`src/rtl/seq_game_ctrl.sv`:
```
// seq_game_ctrl: sequences one game round at a time (input -> replay -> write
// result -> wait) and tracks completed rounds, ending in WIN at a round
// threshold or LOSE on an external loss.
// Ports:
//   clka, reset           clock, synchronous active-high reset
//   inp, run, wai         input-phase, replay-phase and hold requests
//   lose_sig              loss indication from the compare logic
//   state                 current state encoding (Moore)
//   load_data, read_data  datapath load / read strobes
//   write_data            datapath write-enable (INPUT or IREAD)
//   writeout              one-cycle result write pulse
//   restart, win, lose    status flags decoded from state
//   phase_cnt             cycle index inside INPUT or IREAD
//   round_cnt             completed-round count (saturating)
module seq_game_ctrl #(
  parameter int CNT_W      = 4,
  parameter int INPUT_LEN  = 16,
  parameter int READ_LEN   = 16,
  parameter int ROUND_W    = 9,
  parameter int WIN_ROUNDS = 50,
  parameter int WAIT_CYC   = 5
) (
  input  logic               clka,
  input  logic               reset,
  input  logic               inp,
  input  logic               run,
  input  logic               wai,
  input  logic               lose_sig,
  output logic [2:0]         state,
  output logic               load_data,
  output logic               read_data,
  output logic               write_data,
  output logic               writeout,
  output logic               restart,
  output logic               win,
  output logic               lose,
  output logic [CNT_W-1:0]   phase_cnt,
  output logic [ROUND_W-1:0] round_cnt
);

  typedef enum logic [2:0] {
    S_IDLE     = 3'b000,
    S_WIN      = 3'b001,
    S_INPUT    = 3'b010,
    S_IREAD    = 3'b011,
    S_WRITEOUT = 3'b100,
    S_WAIT     = 3'b101,
    S_LOSE     = 3'b110,
    S_RESTART  = 3'b111
  } state_t;

  // Wait timer only ever needs to hold WAIT_CYC-1.
  localparam int WT_W = (WAIT_CYC > 1) ? $clog2(WAIT_CYC) : 1;

  localparam logic [CNT_W-1:0]   IN_LAST   = CNT_W'(INPUT_LEN - 1);
  localparam logic [CNT_W-1:0]   RD_LAST   = CNT_W'(READ_LEN - 1);
  localparam logic [WT_W-1:0]    WAIT_LAST = WT_W'(WAIT_CYC - 1);
  localparam logic [ROUND_W-1:0] WIN_TH    = ROUND_W'(WIN_ROUNDS);

  state_t             cur_state;
  state_t             nxt_state;
  logic [CNT_W-1:0]   phase_nxt;
  logic [ROUND_W-1:0] round_nxt;
  logic [ROUND_W-1:0] round_inc;
  logic [WT_W-1:0]    wait_tmr;
  logic [WT_W-1:0]    wait_nxt;
  logic               lose_pend;
  logic               pend_nxt;
  logic               lose_any;

  // Round counter sticks at all-ones rather than wrapping back below the
  // win threshold.
  assign round_inc = (round_cnt == {ROUND_W{1'b1}}) ? round_cnt
                                                    : round_cnt + 1'b1;
  assign lose_any  = lose_sig | lose_pend;

  always_ff @(posedge clka) begin
    if (reset) begin
      cur_state <= S_RESTART;
      phase_cnt <= '0;
      round_cnt <= '0;
      wait_tmr  <= '0;
      lose_pend <= 1'b0;
    end else begin
      cur_state <= nxt_state;
      phase_cnt <= phase_nxt;
      round_cnt <= round_nxt;
      wait_tmr  <= wait_nxt;
      lose_pend <= pend_nxt;
    end
  end

  // phase_cnt and wait_tmr default to zero, so they are cleared in every
  // state except the one that advances them; entry to a phase therefore
  // always starts from index 0.
  always_comb begin
    nxt_state = cur_state;
    phase_nxt = '0;
    round_nxt = round_cnt;
    wait_nxt  = '0;
    pend_nxt  = lose_pend;
    case (cur_state)
      S_IDLE: begin
        if (inp) begin
          nxt_state = S_INPUT;
        end else if (run) begin
          // A replay request is diverted to WAIT while a loss is known
          // or a hold is requested.
          nxt_state = (lose_any || wai) ? S_WAIT : S_IREAD;
        end else if (wai) begin
          nxt_state = S_WAIT;
        end
      end
      S_INPUT: begin
        pend_nxt = lose_pend | lose_sig;
        if (phase_cnt == IN_LAST) begin
          nxt_state = S_WRITEOUT;
        end else begin
          phase_nxt = phase_cnt + 1'b1;
        end
      end
      S_IREAD: begin
        pend_nxt = lose_pend | lose_sig;
        if (phase_cnt == RD_LAST) begin
          nxt_state = S_WRITEOUT;
        end else begin
          phase_nxt = phase_cnt + 1'b1;
        end
      end
      S_WRITEOUT: begin
        pend_nxt  = lose_pend | lose_sig;
        round_nxt = round_inc;
        nxt_state = (round_inc >= WIN_TH) ? S_WIN : S_IDLE;
      end
      S_WAIT: begin
        if (lose_any) begin
          nxt_state = S_LOSE;
        end else if (round_cnt >= WIN_TH) begin
          nxt_state = S_WIN;
        end else if (!wai) begin
          if (wait_tmr == WAIT_LAST) begin
            nxt_state = S_IDLE;
          end else begin
            wait_nxt = wait_tmr + 1'b1;
          end
        end
      end
      S_WIN, S_LOSE: begin
        nxt_state = cur_state;
      end
      S_RESTART: begin
        nxt_state = inp ? S_INPUT : S_IDLE;
      end
      default: begin
        nxt_state = S_IDLE;
      end
    endcase
  end

  assign state      = cur_state;
  assign load_data  = (cur_state == S_INPUT);
  assign read_data  = (cur_state == S_IREAD);
  assign write_data = (cur_state == S_INPUT) || (cur_state == S_IREAD);
  assign writeout   = (cur_state == S_WRITEOUT);
  assign restart    = (cur_state == S_RESTART);
  assign win        = (cur_state == S_WIN);
  assign lose       = (cur_state == S_LOSE);

endmodule

```
`config.mk`:
```
export PLATFORM = sky130hd
export DESIGN_NAME = seq_game_ctrl
export DESIGN_NICKNAME = d
export VERILOG_FILES = /design/src/rtl/seq_game_ctrl.sv
export SDC_FILE = /design/constraint.sdc
export NUM_CORES = 1
export LEC_CHECK = 0
export CAP_MARGIN = 20
export CORE_UTILIZATION = 35
export DETAILED_ROUTE_END_ITERATION = 10
export PLACE_DENSITY_LB_ADDON = 0.15
export SLEW_MARGIN = 25
export SYNTH_ARGS = -nofsm -noshare
export SYNTH_HDL_FRONTEND = slang
export SYNTH_SLANG_ARGS = --single-unit
```
`constraint.sdc`:
```
create_clock -name clka -period 2.4 [get_ports clka]
set_input_delay 0.6 -clock clka [delete_from_list [all_inputs] [get_ports clka]]
set_output_delay 0.6 -clock clka [all_outputs]
set_load 0.01 [all_outputs]
```
==> results by group <==
Routing
  – Antenna viol nets, final: 0
  – Vias: 1152
  – Routed WL per cell: 12.7 um
  – Drt initial violations: 48
  – DRC: 0
  – Vias per std cell: 5.17
  – DRT Pass-1 Iters: 4
  – Aggregate routed wire length: 2840 um

Logic synthesis
  – Warnings from Yosys: 0
  – Asr flop ratio synth: 0
  – EDFF count, synth: 0
  – Synthesized area: 1240 um2
  – Flops & latches, synth: 20
  – Post-Synthesis Cells: 151
  – Netlist cell types: 45
  – Post-synthesis sequential area ratio: 0.323
  – Avg Cell Area, Syn: 8.21 um2
  – Synthesized Nets: 162
  – Post-synth top flop: dfxtp_1

Cells and area
  – Share of the core filled with cells: 0.477
  – Area delta synth->final: 29.4%
  – Layout cells sized above 1: 0.107
  – Ant diodes: 0
  – Nets@finish: 189

Global route
  – Overall routing resource usage: 0.161
  – Largest net degree at the start of global routing: 18
  – First-pass GRT wire length: 4610 um
  – Vias in the first global route: 1031
  – Remaining Overflow, GRT: 0
  – Initial antenna violation count: 0

Clock tree
  – Clk buf depth: 2
  – Clock root cell: clkbuf_4
  – Post-CTS Hold Buffers: 0
  – CTS HTree Levels: 1
  – Worst-skew pair later-pin latency: 0.31 ns
  – Cts bufs inserted: 3
  – CTS tree: done
  – Clock sinks: 20
  – Setup bufs post-CTS: 0
  – Worst-path clk slew: 0.11 ns
  – Post-CTS Resized: 0

STA
  – RSZ-0062 raised after global routing: false
  – Relative slew slack: 0.744
  – Fin crit period: 2.29 ns
  – Final setup vio count: 0
  – Final period utilization: 0.956
  – Fmax: 0.436 GHz
  – TNS Setup: 0 ns
  – Clk_skew: 0.0137 ns
  – Slew Viols, Final: 0
  – Worst-margin pin slew: 0.383 ns
  – Final count of hold timing violations: 0

Floorplanning
  – Die Y: 61.5 um
  – Starting Density: 0.369
  – Boundary Pins: 29
  – Die width: 61.5 um
  – Rows: 21
  – Die area: 3780 um2
  – Core area: 3360 um2

Setup path
  – Critical path's largest stage delay: 0.52 ns
  – Slowest CP cell: clkdlybuf4s50_1
  – Critical Path End Type: output pin
  – Crit start category: flop
  – Cell Chain, Critical Path: or3b_1, inv_1, clkdlybuf4s50_1
  – Worst R2R Setup Slack: 0.24 ns
  – Arr. time, crit path: 1.69 ns
  – Reg2reg end: state[0]$_SDFFE_PP1P_
  – Critical path required time: 1.80 ns
  – Worst Setup Path Type: reg -> out
  – Reg2reg path depth: 7
  – CP max FO: 8
  – R2r startpoint: round_cnt[0]$_SDFFE_PP0P_

Run status
  – Status: complete, no violations

Placement
  – Post-detail-place hpwl: 2080 um
  – PortBufs: 28
  – Gpl congestion: 0.825

Power
  – Power per standard cell area: 831 nW/um2
  – Peak VDD IR: 0.229 mV
  – LEAKAGE: 0.000595 uW

Min path
  – Hold path depth: 1
  – Hold-critical path endpoint: wait_tmr[0]$_SDFF_PP0_
  – Hold Path Origin: wait_tmr[0]$_SDFF_PP0_
  – Hold WC Path Type: reg -> reg

Flow run
  – # Max-Cap Violations: 0
-- critical path: cells and delay by family (launching register included) --
kind / cells / cell delay (ns)
flip-flops: 1 / 0.42
buffers and inverters: 2 / 0.59
AND/OR/NAND/NOR: 1 / 0.39
-- layout by cell type, fill, tap and decap left out, types with 3 or more instances in the layout --
| cell | instances |
|---|---|
| dfxtp_2 | 3 |
| nand3_1 | 8 |
| xor2_1 | 3 |
| a31oi_1 | 3 |
| a21oi_1 | 4 |
| nand2_1 | 12 |
| ha_1 | 5 |
| dfxtp_1 | 17 |
| a211oi_1 | 3 |
| clkbuf_4 | 3 |
| buf_4 | 4 |
| clkdlybuf4s50_1 | 28 |
| and3_1 | 3 |
| nor3_1 | 8 |
| xnor2_1 | 4 |
| inv_1 | 8 |
| o21ai_0 | 5 |
| nor2_1 | 21 |
-- state kept, by name (all words and copies together), names as in the netlist --
register,flops
state,3
round_cnt,9
phase_cnt,4
wait_tmr,3
lose_pend,1
-- worst max-delay path by stage --
stage                                   start                endpoint  slack, ns  cells after the start
detailed placement                   lose_sig  wait_tmr[0]$_SDFF_PP0_       0.12                      5
finish                  state[2]$_SDFFE_PP1P_                writeout       0.11                      3
floorplan           round_cnt[0]$_SDFFE_PP0P_   state[0]$_SDFFE_PP1P_       0.40                      7
CTS                     state[2]$_SDFFE_PP1P_                writeout      0.007                      3
global route            state[2]$_SDFFE_PP1P_                writeout     0.0004                      3
global placement                     lose_sig  wait_tmr[2]$_SDFF_PP0_       0.16                      5
-- through the flow --
step	total power (uW)	setup slack [ns]	hold WS [ns]	std cells	instance area [um2]
6_report	1330	0.105	0.492	223	1600
4_1_cts	1330	0.00738	0.491	223	1600
3_5_place_dp	1050	0.123	0.472	219	1550
3_3_place_gp	1040	0.164	0.426	219	1550
2_1_floorplan	807	0.399	0.417	151	1240
5_1_grt	1430	0.000381	0.521	223	1600
-- report_power, final --
group          internal, uW  switching, uW
logic                   322            268
clock network           169            111
registers               382           80.7
-- final cells by class --
type,instances,area [um2]
inverter,8,30.0
timing repair buffer,32,310
multi-input combinational,113,749
sequential,20,404
tap,46,57.6
fill,367,1760
clock buffer,3,22.5
clock inverter,1,30.0
-- cells by family after synthesis --
logic type      Yosys count  share of synthesized area
compound gates           32                      0.205
xor+xnor                  7                     0.0494
fa+ha+maj                 5                     0.0505
buf+inv                  18                     0.0726
flops                    20                      0.323
simple gates             69                      0.300
-- cell usage after synthesis (4+ instances only) --
cell,count,area share
nor2_1,21,0.064
dfxtp_1,20,0.32
nand2_1,12,0.036
inv_1,8,0.024
nand3_1,8,0.032
nor3_1,8,0.032
ha_1,5,0.050
o21ai_0,5,0.020
a21oi_1,4,0.016
xnor2_1,4,0.028
-- metal layers --
layer / GRT usage / vias to the layer above / wire length, um
met2: 0.257 / 18 / 1310
met1: 0.224 / 539 / 1450
met3: 0.0189 / 2 / 67
met4: 0.0571 / 0 / 19
met5: 0 / - / 0
li1: - / 593 / -
(Power assumes the default switching activity.)
